## src/rtl/audio_sample_fetch.sv

```systemverilog
// Sample fetcher feeding the I2S transmitter: tracks the playback byte
// pointer from LRCLK frames and double-buffers 16-bit words from memory.
module audio_sample_fetch #(
  parameter int ADDR_W = 24
) (
  input  logic              Clk,
  input  logic              Reset_n,
  input  logic              lrclk,
  input  logic              play,
  input  logic              loop,
  input  logic [ADDR_W-1:0] end_addr,
  output logic              mem_rd,
  output logic [ADDR_W-2:0] mem_addr,
  input  logic [15:0]       mem_rdata,
  input  logic              mem_ack,
  output logic [7:0]        sample,
  output logic              done,
  output logic              underrun
);

  localparam int WA = ADDR_W - 1;

  typedef enum logic {IDLE, REQ} state_t;

  state_t state;

  logic s1, s2, s3;
  logic fall;
  logic run;
  logic end0;
  logic inc;
  logic miss;
  logic ack;

  logic [ADDR_W-1:0] ptr;
  logic [ADDR_W-1:0] ptr_n;
  logic [ADDR_W-1:0] ptr_inc;
  logic              done_n;
  logic              wrap;
  logic              swap;
  logic              flush;

  logic [WA-1:0]   cur_a;
  logic [WA-1:0]   nxt_a;
  logic [WA-1:0]   cur_an;
  logic [WA-1:0]   nxt_an;
  logic [ADDR_W:0] lim_w;
  logic            nxt_ok;

  logic [15:0] cur_word;
  logic [15:0] nxt_word;
  logic        cur_v;
  logic        nxt_v;

  assign fall    = s3 & ~s2;
  assign run     = play & ~done;
  assign end0    = (end_addr == '0);
  assign ptr_inc = ptr + ADDR_W'(1);
  assign ack     = (state == REQ) & mem_ack;

  assign cur_a  = ptr[ADDR_W-1:1];
  assign nxt_a  = cur_a + WA'(1);
  assign lim_w  = ({1'b0, end_addr} + (ADDR_W+1)'(1)) >> 1;
  assign nxt_ok = ({2'b00, nxt_a} < lim_w);

  // Plain increments only; wrap and stop flush the buffers by design
  assign inc  = run & ~end0 & fall & (ptr_inc != end_addr);
  assign miss = ptr[0] ? ~nxt_v : ~cur_v;

  always_comb begin
    ptr_n  = ptr;
    done_n = done;
    wrap   = 1'b0;
    swap   = 1'b0;
    if (!play) begin
      ptr_n  = '0;
      done_n = 1'b0;
    end else if (!done) begin
      if (end0) begin
        done_n = 1'b1;
      end else if (fall) begin
        if (ptr_inc == end_addr) begin
          if (loop) begin
            ptr_n = '0;
            wrap  = 1'b1;
          end else begin
            done_n = 1'b1;
          end
        end else begin
          ptr_n = ptr_inc;
          swap  = ptr[0];
        end
      end
    end
    flush  = ~play | wrap | done_n;
    cur_an = ptr_n[ADDR_W-1:1];
    nxt_an = cur_an + WA'(1);
  end

  always_ff @(posedge Clk or negedge Reset_n) begin
    if (!Reset_n) begin
      s1 <= 1'b1;
      s2 <= 1'b1;
      s3 <= 1'b1;
    end else begin
      s1 <= lrclk;
      s2 <= s1;
      s3 <= s2;
    end
  end

  always_ff @(posedge Clk or negedge Reset_n) begin
    if (!Reset_n) begin
      ptr      <= '0;
      done     <= 1'b0;
      underrun <= 1'b0;
    end else begin
      ptr  <= ptr_n;
      done <= done_n;
      if (!play)
        underrun <= 1'b0;
      else if (inc && miss)
        underrun <= 1'b1;
    end
  end

  // Acks are matched against post-swap addresses; flush discards them
  always_ff @(posedge Clk or negedge Reset_n) begin
    if (!Reset_n) begin
      cur_word <= '0;
      nxt_word <= '0;
      cur_v    <= 1'b0;
      nxt_v    <= 1'b0;
    end else if (flush) begin
      cur_v <= 1'b0;
      nxt_v <= 1'b0;
    end else begin
      if (swap) begin
        cur_word <= nxt_word;
        cur_v    <= nxt_v;
        nxt_v    <= 1'b0;
      end
      if (ack) begin
        if (mem_addr == cur_an) begin
          cur_word <= mem_rdata;
          cur_v    <= 1'b1;
        end else if (mem_addr == nxt_an) begin
          nxt_word <= mem_rdata;
          nxt_v    <= 1'b1;
        end
      end
    end
  end

  always_ff @(posedge Clk or negedge Reset_n) begin
    if (!Reset_n) begin
      state    <= IDLE;
      mem_rd   <= 1'b0;
      mem_addr <= '0;
    end else begin
      unique case (state)
        IDLE: begin
          if (run && !end0 && !cur_v) begin
            mem_addr <= cur_a;
            mem_rd   <= 1'b1;
            state    <= REQ;
          end else if (run && !nxt_v && nxt_ok) begin
            mem_addr <= nxt_a;
            mem_rd   <= 1'b1;
            state    <= REQ;
          end
        end
        REQ: begin
          if (mem_ack) begin
            mem_rd <= 1'b0;
            state  <= IDLE;
          end
        end
      endcase
    end
  end

  always_ff @(posedge Clk or negedge Reset_n) begin
    if (!Reset_n)
      sample <= '0;
    else if (!play || done || !cur_v)
      sample <= '0;
    else
      sample <= ptr[0] ? cur_word[15:8] : cur_word[7:0];
  end

endmodule
```

## config.mk

```make
export PLATFORM = sky130hd
export DESIGN_NAME = audio_sample_fetch
export DESIGN_NICKNAME = d
export VERILOG_FILES = /design/src/rtl/audio_sample_fetch.sv
export SDC_FILE = /design/constraint.sdc
export NUM_CORES = 1
export LEC_CHECK = 0
export BUFFER_PORTS_ARGS = -buffer_cell sky130_fd_sc_hd__clkbuf_2
export CAP_MARGIN = 20
export CORE_ASPECT_RATIO = 0.7
export CORE_MARGIN = 2
export CORE_UTILIZATION = 40
export CTS_CLUSTER_DIAMETER = 40
export DETAILED_ROUTE_END_ITERATION = 7
export HOLD_SLACK_MARGIN = 0.1
export PLACE_DENSITY = 0.64
export SYNTH_ARGS = -nofsm -noshare
export SYNTH_HDL_FRONTEND = slang
export SYNTH_SLANG_ARGS = --single-unit
```

## constraint.sdc

```tcl
create_clock -name Clk -period 7.8 [get_ports Clk]
set_clock_uncertainty 0.15 [all_clocks]
set_input_delay 0.39 -clock Clk [delete_from_list [all_inputs] [get_ports Clk]]
set_output_delay 0.39 -clock Clk [all_outputs]
set_load 0.03 [all_outputs]
```

# ---- Yosys cells after proc, flatten, opt, wreduce, memory -nomap -nowiden
# Index checks and enable logic that the tools add are counted.
dict set report classes {
  magnitude_cmp 1
  mux 50
  eq_ne 11
  shifts 0
  n_reduce_logical 17
  div_mod_pow 0
  bitwise_logic 17
  add_sub_neg 4
  n_mul 0
}
# op count
set ops {}
lappend ops {{two-way mux 24 bit} 6}
lappend ops {{two-way mux 16 bit} 3}
lappend ops {{adder 23 x 1 -> 23 bit (second input constant)} 2}
lappend ops {{== test 23 bit} 2}
lappend ops {{two-way mux 23 bit} 2}
lappend ops {{two-way mux 1 bit} 35}
lappend ops {{adder 24 x 1 -> 25 bit (second input constant)} 1}
lappend ops {{adder 24 x 1 -> 24 bit (second input constant)} 1}
lappend ops {{== test 24 bit} 1}
lappend ops {{logical NOT 24 bit} 1}
lappend ops {{< comparator 23 x 24 -> 1 bit} 1}
lappend ops {{inequality test 24 bit} 1}
lappend ops {{two-way mux 8 bit} 2}
lappend ops {{inverter 1 bit} 9}
lappend ops {{AND reduction 4 bit} 2}
lappend ops {{bitwise AND 1 bit} 6}
lappend ops {{inequality test 2 bit (second input constant)} 3}
lappend ops {{inequality test 3 bit (second input constant)} 2}
lappend ops {{logical AND 1 bit} 5}
lappend ops {{logical NOT 1 bit} 4}
lappend ops {{inequality test 2 x 1 -> 1 bit (second input constant)} 2}
lappend ops {{one-hot mux 1 bit (2 select lines)} 2}
lappend ops {{AND reduction 2 bit} 2}
lappend ops {{logical OR 1 bit} 2}
lappend ops {{2 further kinds} 3}
dict set report totals {
  elab_cells 115
  register_bits 96
  rom_bits 0
  memories 0
  latchBits 0
  ramBits 0
  out_inout_bits 34
}

# ---- Logic depth before layout (Yosys ltp)
# Gate-level depths: netlist (run 1).
dict set report logic_depth {
  word_depth 13
  mapped_depth 25
}

# ---- Worst setup path before layout (run 1)
# No wires, ideal clock.
dict set report synth_path {
  kind {flip-flop to flip-flop}
  from {reg ptr[1]}
  to {reg nxt_word[1]}
  stages_incl_launch_ff 24
  arrival_time_ps 5378
  synth_period_minus_slack_ps 5655
  setup_ps 127
  n_path_buf 2
  required_ps 7523
  setup_slack_ps 2145
  path_cell_list {dfrtp_1 > ha_1 > buf_2 > nand4_2 > or4_1 > xnor2_1 > nor4_1 > and4_4 > and2_1 > o21ai_0 > and2_1 > nor2_1 > ha_1 > nand2_1 > a21oi_1 > o22ai_1 > nor4_1 > nand4_1 > xnor2_1 > a221oi_1 > nand4_1 > nor4b_4 > buf_6 > mux2_1}
}
dict set report synth_between {
  word_cells_on_any_way 26
}
# item line_no
set synth_rtl {}
lappend synth_rtl {{start: declaration} 35} ;# logic [ADDR_W-1:0] ptr;
lappend synth_rtl {{start signal: assignment} 118} ;# ptr <= ptr_n;
lappend synth_rtl {{adder 24 x 1 -> 24 bit} 58} ;# assign ptr_inc = ptr + ADDR_W'(1);
lappend synth_rtl {{== test 24 bit} 82} ;# if (ptr_inc == end_addr) begin
lappend synth_rtl {{two-way mux 24 bit} 82}
lappend synth_rtl {{two-way mux 24 bit} 81} ;# end else if (fall) begin
lappend synth_rtl {{two-way mux 24 bit} 79} ;# if (end0) begin
lappend synth_rtl {{two-way mux 24 bit (*)} 78} ;# end else if (!done) begin
lappend synth_rtl {{two-way mux 24 bit (*)} 75} ;# if (!play) begin
lappend synth_rtl {{named net ptr_n[1]} 36} ;# logic [ADDR_W-1:0] ptr_n;
lappend synth_rtl {{adder 23 x 1 -> 23 bit or == test 23 bit (tied branches)} {97, 144}}
lappend synth_rtl {{== test 23 bit or inverter 1 bit (tied branches)} --}
lappend synth_rtl {{AND reduction 4 bit (no line) (*)} --}
lappend synth_rtl {{end signal: assignment} 148} ;# nxt_word <= mem_rdata;
lappend synth_rtl {{end: declaration} 51} ;# logic [15:0] nxt_word;
# The timed path passes the listed nets; every way through them passes the cells marked *. The select of a mux whose other input is x is not followed.
# A chain may end at the register's enable or synchronous reset.

# ---- Final worst setup path (run 1)
dict set report layout_path {
  from {reg ptr[2]}
  to {reg nxt_word[0]}
}
dict set report layout_between {
  word_cells_on_any_way 26
}
# item line_no
set layout_rtl {}
lappend layout_rtl {{adder 24 x 1 -> 24 bit (*)} 58}
lappend layout_rtl {{== test 24 bit (*)} 82}
lappend layout_rtl {{two-way mux 24 bit (*)} 82}
lappend layout_rtl {{two-way mux 24 bit (*)} 81}
lappend layout_rtl {{two-way mux 24 bit (*)} 79}
lappend layout_rtl {{two-way mux 24 bit (*)} 78}
lappend layout_rtl {{two-way mux 24 bit (*)} 75}
lappend layout_rtl {{named net ptr_n[1]} 36}
lappend layout_rtl {{adder 23 x 1 -> 23 bit or == test 23 bit (tied branches)} {97, 144}}
lappend layout_rtl {{== test 23 bit or inverter 1 bit (tied branches)} --}
lappend layout_rtl {{AND reduction 4 bit (no line) (*)} --}
# Marks and branches as above.

==> results of run 1 <==
-- cells by family (layout without fill, tap and decap cells) --
logic type      count (synthesis)  count (layout)  share of synthesized area (%)
compound gates                250             250                           21.0
xor+xnor                      103             103                           11.4
fa+ha+maj                      27              27                           4.22
buf+inv                       101             149                           5.28
mux                            27              27                           3.62
simple gates                  375             375                           24.4
flops                          96              96                           30.0
-- state kept, by name (all words and copies together), names as in the netlist --
name,count
nxt_word,16
nxt_v,1
mem_addr,23
sample,8
done,1
s1,1
s3,1
mem_rd,1
state,1
ptr,24
underrun,1
cur_v,1
s2,1
cur_word,16
-- metal layers --
| metal | track usage, % | part of all wire, % |
|---|---|---|
| met4 | 4.71 | 1.1 |
| met3 | 7.47 | 9.6 |
| met2 | 35.2 | 40 |
| met5 | 0 | 0 |
| met1 | 38.4 | 49 |
-- area by class of cell --
| type | count | area share [%] |
|---|---|---|
| Timing Repair Buffer | 101 | 6.37 |
| Clock buffer | 9 | 2.52 |
| Sequential cell | 96 | 27.0 |
| Tap cell | 270 | 3.79 |
| Multi-Input combinational cell | 782 | 58.3 |
| Clock inverter | 6 | 0.687 |
| Inverter | 33 | 1.39 |
-- layout by cell type (no fill, tap or decap), drive strengths merged, types with 16 or more instances in the layout --
cell	synthesis	final
clkbuf	39	87
mux2	16	16
xnor2	65	65
buf	29	21
ha	27	27
nand3	38	38
or3	19	19
and3	18	18
o22ai	18	18
nand2	62	62
o21ai	25	25
nor3	30	30
inv	33	33
a21oi	68	68
xor2	37	37
o22a	21	21
dfrtp	93	93
nand4	28	28
a31oi	24	24
nor2	105	105
-- stage by stage --
stage / cells / utilization, % / worst slack, ns
after global routing: 1297 / 45.2 / 0.129
after CTS: 1297 / 45.1 / 0.418
after detailed placement: 1280 / 43.6 / 0.430
after floorplan: 979 / - / 2.14
after global placement: 1280 / 43.6 / 0.536
final: 1297 / 45.2 / 0.674
-- power by group --
| group | switching, W | leakage (nW) | internal, W | total [W] |
|---|---|---|---|---|
| combinational | 0.000258 | 2.37 | 0.000148 | 0.000406 |
| clock | 0.000196 | 0.141 | 0.000246 | 0.000441 |
| sequential | 0.0000632 | 1.26 | 0.000553 | 0.000616 |
-- what timing repair did --
item,CTS,global route
setup endpoints to repair,0,17
endpoints found under the hold margin,37,0
hold buffers,2,0
setup buffers,0,0
gates resized for setup,0,2
-- worst paths after layout --
path,from,endpoint
worst min-delay path,mem_rdata[6],nxt_word[6]$_DFFE_PN0P_
worst min register to register,s1$_DFF_PN1_,s2$_DFF_PN1_
worst max register to register,ptr[2]$_DFF_PN0_,nxt_word[0]$_DFFE_PN0P_
worst max-delay path,ptr[2]$_DFF_PN0_,nxt_word[0]$_DFFE_PN0P_
min in group asynchronous,Reset_n,mem_addr[5]$_DFFE_PN0P_
max in group asynchronous,Reset_n,nxt_word[9]$_DFFE_PN0P_
-- critical path, delay by kind of cell (launching register included) --
kind | cells | cell delay, ns
buffers and inverters | 1 | 0.30
adders and majority gates | 2 | 0.67
and+or+nand+nor | 12 | 3.22
DFF | 1 | 0.56
muxes | 1 | 0.37
AOI/OAI and AO/OA | 5 | 1.52
xor gates and xnor gates | 1 | 0.20
==> results.md, run 1 <==
* Path type of the worst setup path: register to register
* Register area share after synthesis at 30.0%
* CP Launch Type: register
* FF-to-FF path depth at 22
* Worst VDD drop at 0.000123 V
* Hold WS at 0.129 ns
* Initial Util at 40.6%
* Detailed placer's ending HPWL at 20.4 mm
* Post-Synthesis Cells at 979
* Worst EP required at 7.87 ns
* Most frequent cells after synthesis: nor2_1 (105), dfrtp_1 (93), a21oi_1 (68)
* Die Ht at 122 um
* Synthesized cell area at 8010 um2
* DP Area at 8600 um2
* Filler instances at 1974
* Synth unique cells at 73
* Crit-path slowest cell: a2111oi_0
* CTS buffer count at 9
* Antenna violations before repair at 0
* Final Hold Viols at 0
* Die X at 173 um
* Asr flop ratio synth at 100%
* GP Congestion at 0.981
* Critical Path AT at 7.20 ns
* Cell chain of the critical path: ha_1 -> nand4_2 -> nor3_2 -> nand2_1 -> a2111oi_0 -> and4_1 -> and2_1 -> o21ai_0 -> and2_1 -> nor2_1 -> ha_1 -> nand2_1 -> a21oi_1 -> o22ai_1 -> nor4_2 -> nand4_1 -> xnor2_1 -> a221oi_1 -> nand4_1 -> nor4b_4 -> buf_4 -> mux2_2
* EDFF count, synth at 0
* DR iter-0 viols at 803
* RSZ-0062 raised after global routing: false
* Clock transition at path regs at 0.07 ns
* Cell accounting for the most synthesized area: dfrtp_1
* Drc violations at 0
* Peak Freq at 0.140 GHz
* Post-layout nets at 1096
* Clock Latency Late Sink at 0.35 ns
* Clk sinks at 96
* Gr usage total at 25.3%
* FF/Latch Area at 2410 um2
* Hold crit path type: primary input to register
* H-tree depth at 3
* Critical path endpoint category: register
* Leakage at 3.77 nW
* R2R Setup Slk at 0.67 ns
* Minimum clock period at 7.13 ns
* Status: finished clean
* Vias/cell at 6.10
* Share of layout cells above drive strength 1 at 13.7%
* # rows at 43
* Max capacitance violation total at 0
* IO Count at 80
* Cell area after layout at 8920 um2
* Synth area leaders: dfrtp_1 (29%), xnor2_1 (7.1%), nor2_1 (4.9%)
* Drt first pass iters at 7
* Total negative slack at 0 ns
* Wirelength, routed at 26.6 mm
* Tot Pwr at 0.00146 W
* Crit-path max FO at 17
* Synthesized flop and latch total at 96
* Final setup viols at 0
* N_diodes at 0
* Yosys warning total at 0
* Clock Path Buffers at 2
* First-pass GRT wire length at 41.7 mm
* Power density cells at 164 nW/um2
* Via Count at 7918
* Core area at 19700 um2
* Total gr overflow at 0
* Area of the multi-input gates at 5200 um2
* Vias in the first global route at 7299
* Slew @ Worst Pin at 0.874 ns
* Most common cell in the synthesized netlist: nor2_1
* Largest net degree at the start of global routing at 58
* Synth top area share at 29.1%
* Buffers on Ports at 79
* Final Cycle Share at 91.4%
* Mean Syn Cell Area at 8.18 um2
* Hold Path Depth at 2
* Slew margin rel. at 41.7%
* CP peak stage delay at 0.74 ns
* Area growth syn-to-layout at 11.4%
* Post-Syn Nets at 1052
* Post-route antenna net violation count at 0
* DIE AREA at 21200 um2
* CTS tree: done
* CTS root buffer: clkbuf_16
* Fin. max-slew vios at 0
* Main synth FF type: dfrtp_1
* Post-detailed-route wirelength per cell at 20.5 um
Note: power is estimated with default switching activity, not from simulation.
==> run 2, diff against run 1 <==
Settings changed: BUFFER_PORTS_ARGS -buffer_cell sky130_fd_sc_hd__clkbuf_2 to unset, DONT_BUFFER_PORTS set to 1, PLACE_DENSITY 0.64 to 0.6.
==> results.md, run 2 (synthesis gave the netlist of run 1 again) <==
* Minimum clock period at 7.13 ns (about the same)
* N_diodes at 0 (unchanged)
* Cell mode on critical path: nor3_1
* Max capacitance violation total at 0 (unchanged)
* Initial Util at 40.6% (unchanged)
* Clk sinks at 96 (unchanged)
* IO Count at 80 (unchanged)
* DR iter-0 viols at 918 (was 803)
* Post-CTS Resized at 0 (unchanged)
* Drc violations at 0 (unchanged)
* Post-CTS Hold Fix Bufs at 21 (was 2)
* Post-route antenna net violation count at 0 (unchanged)
* Largest delay share family, worst path: simple AND/OR/NAND/NOR gates (unchanged)
* CTS tree: done (unchanged)
* CP bufs+invs at 1 (unchanged)
* Die Ht at 122 um (unchanged)
* Slew margin rel. at 41.7% (about the same)
* Post-detailed-route wirelength per cell at 21.1 um (was 20.5 um)
* Power density cells at 159 nW/um2 (was 164 nW/um2)
* Peak Freq at 0.140 GHz (about the same)
* Critical path endpoint category: register (unchanged)
* Clock transition at path regs at 0.07 ns (about the same)
* Detailed placer's ending HPWL at 19.8 mm (was 20.4 mm)
* Largest net degree at the start of global routing at 97 (was 58)
* Gr usage total at 24.6% (was 25.3%)
* Critical Path AT at 7.20 ns (about the same)
* Fin worst setup slack at 0.671 ns (was 0.674 ns)
* Die X at 173 um (unchanged)
* Drt first pass iters at 6 (was 7)
* Register name with the most flops: ptr (unchanged)
* # rows at 43 (unchanged)
* Clock Latency Late Sink at 0.35 ns (about the same)
* DP Worst Slack at 0.983 ns (was 0.430 ns)
* Hold crit path type: primary input to register (unchanged)
* CP Launch Type: register (unchanged)
* Share of layout cells above drive strength 1 at 6.20% (was 13.7%)
* Largest regs: ptr (24), mem_addr (23) (unchanged)
* Final Hold Viols at 0 (unchanged)
* Tot Pwr at 0.00138 W (was 0.00146 W)
* Antenna violations before repair at 0 (unchanged)
* Cell area after layout at 8710 um2 (was 8920 um2)
* Vias/cell at 6.20 (was 6.10)
* First-pass GRT wire length at 40.6 mm (was 41.7 mm)
* Worst VDD drop at 0.000150 V (was 0.000123 V)
* Wirelength, routed at 26.1 mm (was 26.6 mm)
* Most frequent cells in the layout: nor2_1 (105), dfrtp_1 (93), a21oi_1 (68) (was nor2_1 (105), dfrtp_1 (93), clkbuf_2 (78))
* Crit-path slowest cell: nor3_1 (was a2111oi_0)
* Status: finished clean (unchanged)
* Core area at 19700 um2 (unchanged)
* Leakage at 3.51 nW (was 3.77 nW)
* Clock Path Buffers at 2 (unchanged)
* Vias in the first global route at 7062 (was 7299)
* DP Area at 8200 um2 (was 8600 um2)
* Post-layout nets at 1036 (was 1096)
* Fin. max-slew vios at 0 (unchanged)
* Worst EP required at 7.87 ns (about the same)
* Slew @ Worst Pin at 0.874 ns (about the same)
* Crit-path max FO at 20 (was 17)
* R2R Setup Slk at 0.67 ns (about the same)
* H-tree depth at 3 (unchanged)
* Via Count at 7672 (was 7918)
* Buffers on Ports at 0 (was 79)
* Final setup viols at 0 (unchanged)
* Final Cycle Share at 91.4% (about the same)
* GP Congestion at 0.990 (was 0.981)
* Area growth syn-to-layout at 8.68% (was 11.4%)
* CTS root buffer: clkbuf_16 (unchanged)
* Max reg flops at 24 (unchanged)
* Total gr overflow at 0 (unchanged)
* Total negative slack at 0 ns (unchanged)
* Path type of the worst setup path: register to register (unchanged)
* RSZ-0062 raised after global routing: false (unchanged)
* CTS buffer count at 9 (unchanged)
* CP peak stage delay at 0.71 ns (was 0.74 ns)
* Cell chain of the critical path: ha_1 -> nand4_2 -> nor3_1 -> a31oi_1 -> nor3_1 -> nand4_2 -> nand3_1 -> and2_1 -> nor2_1 -> ha_1 -> and4_1 -> o22ai_1 -> nor3_1 -> a2111o_1 -> a311oi_1 -> nand4_1 -> nor4b_4 -> buf_4 -> mux2_2 (was ha_1 -> nand4_2 -> nor3_2 -> nand2_1 -> a2111oi_0 -> and4_1 -> and2_1 -> o21ai_0 -> and2_1 -> nor2_1 -> ha_1 -> nand2_1 -> a21oi_1 -> o22ai_1 -> nor4_2 -> nand4_1 -> xnor2_1 -> a221oi_1 -> nand4_1 -> nor4b_4 -> buf_4 -> mux2_2)
* Commonest non-fill, non-tap cell in the layout: nor2_1 (unchanged)
* Post-CTS Repair Setup Buffers at 0 (unchanged)
* DIE AREA at 21200 um2 (unchanged)
run 2: cell count changes in the layout (fill, tap and decap cells not counted), sizes merged:
cell / delta
dlygate4sd3: +18
bufinv: -1
clkbuf: -76
clkinvlp: +1
inv: +2
clkinv: -3
run 2: layout make-up:
| type | instances | area (um2) |
|---|---|---|
| fillers | 1942 | 11000 |
| flip-flops and latches | 96 | 2410 |
| well taps | 270 | 338 |
| inverters | 33 | 124 |
| repair buffers | 41 | 378 |
| multi-input cells | 782 | 5190 |
| clock inverters | 5 | 41.3 |
| clock buffers | 11 | 233 |
run 2: worst register-to-register path: stages (launching register included):
cell and delay [ns]:
dfrtp_1 0.55, ha_1 0.42, nand4_2 0.31, nor3_1 0.71, a31oi_1 0.27, nor3_1 0.42, nand4_2 0.52, nand3_1 0.32
and2_1 0.20, nor2_1 0.10, ha_1 0.26, and4_1 0.16, o22ai_1 0.48, nor3_1 0.10, a2111o_1 0.39, a311oi_1 0.43
nand4_1 0.23, nor4b_4 0.29, buf_4 0.29, mux2_2 0.38
run 2: worst paths after layout:
| path | start | end | depth (start not counted) |
|---|---|---|---|
| setup / recovery | ptr[2]$_DFF_PN0_ | nxt_word[11]$_DFFE_PN0P_ | 19 |
| hold / removal | mem_rdata[8] | cur_word[8]$_DFFE_PN0P_ | 2 |
| setup reg to reg | ptr[2]$_DFF_PN0_ | nxt_word[11]$_DFFE_PN0P_ | 19 |
| hold reg to reg | s1$_DFF_PN1_ | s2$_DFF_PN1_ | 0 |
| max in group asynchronous | Reset_n | s3$_DFF_PN1_ | 2 |
| min in group asynchronous | Reset_n | ptr[6]$_DFF_PN0_ | 2 |
run 2: power breakdown:
part	internal (W)	switching [W]	total [W]	leakage, nW
clock network	0.000219	0.000192	0.000411	0.127
logic	0.000127	0.000157	0.000283	2.12
registers	0.000551	0.000139	0.000690	1.26
total	0.000897	0.000488	0.00138	3.51
run 2: stage by stage:
step / utilization [%] / instances / hold slack [ns]
6_report: 44.1 / 1238 / 0.128
5_1_grt: 44.1 / 1238 / 0.122
4_1_cts: 44.1 / 1238 / 0.102
3_5_place_dp: 41.6 / 1201 / -0.0533
3_3_place_gp: 41.6 / 1201 / -0.0538
2_1_floorplan: - / 979 / -0.0556
run 2: routing by layer:
layer	global-route usage (%)	part of all wire, %	up-vias
met3	6.07	11	35
met5	0	0	-
met1	37.7	47	3682
met4	5.46	1.4	0
met2	34.3	40	397
li1	-	-	3558
==> run 3, diff against run 2 <==
Clock period 7.8 ns to 8.36 ns, I/O delays scaled along.
==> results.md, run 3 (synthesis gave the netlist of run 1 again) <==
* DR iter-0 viols at 856 (was 918)
* Non-filler cells, final at 1232 (was 1238)
* Clock transition at path regs at 0.07 ns (about the same)
* CP peak stage delay at 0.64 ns (was 0.71 ns)
* Initial Util at 40.6% (unchanged)
* Antenna violations before repair at 0 (unchanged)
* Vias/cell at 6.20 (about the same)
* First-pass GRT wire length at 41.1 mm (was 40.6 mm)
* Switching power at 0.000460 W (was 0.000488 W)
* Slew @ Worst Pin at 1.03 ns (was 0.874 ns)
* CP bufs+invs at 2 (was 1)
* Worst VDD drop at 0.000110 V (was 0.000150 V)
* Critical path endpoint category: register (unchanged)
* Most frequent cells in the layout: nor2_1 (105), dfrtp_1 (93), a21oi_1 (68) (unchanged)
* Vias in the first global route at 7094 (was 7062)
* Final Hold Viols at 0 (unchanged)
* Area growth syn-to-layout at 8.11% (was 8.68%)
* Buffers on Ports at 0 (unchanged)
* Total negative slack at 0 ns (unchanged)
* Max capacitance violation total at 0 (unchanged)
* CP Launch Type: register (unchanged)
* Via Count at 7637 (was 7672)
* Gr usage total at 24.8% (was 24.6%)
* Final setup viols at 0 (unchanged)
* Int Power at 0.000834 W (was 0.000897 W)
* Die Ht at 122 um (unchanged)
* Slew margin rel. at 31.0% (was 41.7%)
* N_diodes at 0 (unchanged)
* Total gr overflow at 0 (unchanged)
* Switching Fraction at 35.6% (was 35.2%)
* Peak Freq at 0.138 GHz (was 0.140 GHz)
* Largest delay share family, worst path: simple AND/OR/NAND/NOR gates (unchanged)
* CTS buffer count at 9 (unchanged)
* Drc violations at 0 (unchanged)
* Critical Path AT at 7.31 ns (was 7.20 ns)
* Clk sinks at 96 (unchanged)
* IO Count at 80 (unchanged)
* Status: finished clean (unchanged)
* Wirelength, routed at 26.3 mm (was 26.1 mm)
* Post-CTS Resized at 0 (unchanged)
* Util after Layout at 43.9% (was 44.1%)
* Combinational fraction of design power at 20.4% (was 20.5%)
* Hold crit path type: primary input to register (unchanged)
* GP Congestion at 0.971 (was 0.990)
* Minimum clock period at 7.24 ns (was 7.13 ns)
* Path type of the worst setup path: register to register (unchanged)
* Detailed placer's ending HPWL at 19.7 mm (was 19.8 mm)
* CTS tree: done (unchanged)
* H-tree depth at 3 (unchanged)
* Largest regs: ptr (24), mem_addr (23) (unchanged)
* Power density cells at 149 nW/um2 (was 159 nW/um2)
* Leakage at 3.48 nW (was 3.51 nW)
* Clock Latency Late Sink at 0.35 ns (about the same)
* Post-layout nets at 1030 (was 1036)
* Largest net degree at the start of global routing at 97 (unchanged)
* Filler instances at 1989 (was 1942)
* Fin. max-slew vios at 0 (unchanged)
* DP Cell Count at 1195 (was 1201)
* Core area at 19700 um2 (unchanged)
* Clk pwr share at 29.8% (was 29.7%)
* Fin worst setup slack at 1.12 ns (was 0.671 ns)
* Share of layout cells above drive strength 1 at 5.72% (was 6.20%)
* Crit-path slowest cell: or4_1 (was nor3_1)
* Worst EP required at 8.43 ns (was 7.87 ns)
* Reg power frac at 49.7% (was 49.8%)
* Register name with the most flops: ptr (unchanged)
* Hold WS at 0.130 ns (was 0.128 ns)
* Die X at 173 um (unchanged)
* RSZ-0062 raised after global routing: false (unchanged)
* # rows at 43 (unchanged)
* Final Cycle Share at 86.6% (was 91.4%)
* CTS root buffer: clkbuf_16 (unchanged)
* Post-route antenna net violation count at 0 (unchanged)
* Cell chain of the critical path: ha_1 -> nand4_2 -> or4_1 -> xnor2_1 -> nor4_1 -> and4_4 -> nand4_2 -> buf_4 -> nand3_1 -> and2_1 -> nor2_1 -> ha_1 -> and4_1 -> o22ai_1 -> nor3_1 -> a2111o_1 -> a311oi_1 -> nand4_1 -> nor4b_4 -> buf_4 -> mux2_2 (was ha_1 -> nand4_2 -> nor3_1 -> a31oi_1 -> nor3_1 -> nand4_2 -> nand3_1 -> and2_1 -> nor2_1 -> ha_1 -> and4_1 -> o22ai_1 -> nor3_1 -> a2111o_1 -> a311oi_1 -> nand4_1 -> nor4b_4 -> buf_4 -> mux2_2)
* Commonest non-fill, non-tap cell in the layout: nor2_1 (unchanged)
* DP Worst Slack at 1.38 ns (was 0.983 ns)
* Crit-path max FO at 18 (was 20)
* Max reg flops at 24 (unchanged)
* DIE AREA at 21200 um2 (unchanged)
* Clock Path Buffers at 2 (unchanged)
* Drt first pass iters at 5 (was 6)
* Post-detailed-route wirelength per cell at 21.4 um (was 21.1 um)
run 3: cell type report:
type | instances | area, um2 | area share [%]
Clock buffer | 10 | 229 | 2.64
Timing Repair Buffer | 35 | 333 | 3.84
Multi-Input combinational cell | 782 | 5190 | 59.9
Inverter | 33 | 124 | 1.43
Clock inverter | 6 | 43.8 | 0.506
Sequential cell | 96 | 2410 | 27.8
Tap cell | 270 | 338 | 3.90
run 3: timing repair:
item	CTS	global route
hold endpoints to repair	117	0
setup buffers	0	0
hold buffers	21	0
run 3: worst paths after layout:
kind / from / to / slack [ns] / cells past startpoint
setup / recovery: ptr[2]$_DFF_PN0_ / nxt_word[0]$_DFFE_PN0P_ / 1.12 / 21
setup reg to reg: ptr[2]$_DFF_PN0_ / nxt_word[0]$_DFFE_PN0P_ / 1.12 / 21
max in group asynchronous: Reset_n / s2$_DFF_PN1_ / 7.12 / 2
min in group asynchronous: Reset_n / mem_addr[2]$_DFFE_PN0P_ / 0.49 / 2
hold reg to reg: s1$_DFF_PN1_ / s2$_DFF_PN1_ / 0.21 / 0
hold / removal: play / ptr[6]$_DFF_PN0_ / 0.13 / 2
run 3: power groups by stage:
stage                     logic, W  clock network [W]  registers (W)
after global routing      0.000292           0.000414       0.000652
after global placement    0.000237                  0       0.000651
after detailed placement  0.000238                  0       0.000653
after CTS                 0.000260           0.000395       0.000644
final                     0.000265           0.000386       0.000644
after floorplan           0.000192                  0       0.000625
run 3: layer usage:
| metal | up-vias | part of all wire (%) | global-route usage, % |
|---|---|---|---|
| met4 | 0 | 0.92 | 3.87 |
| met2 | 340 | 42 | 35.2 |
| met3 | 30 | 10 | 7.62 |
| met1 | 3725 | 47 | 37.2 |
| li1 | 3542 | - | - |
| met5 | - | 0 | 0 |
run 3: through the flow:
| stage | instance area (um2) | total power [W] |
|---|---|---|
| global placement | 8160 | 0.000889 |
| detailed placement | 8160 | 0.000891 |
| CTS | 8660 | 0.00130 |
| floorplan | 8010 | 0.000817 |
| global route | 8660 | 0.00136 |
| finish | 8660 | 0.00129 |
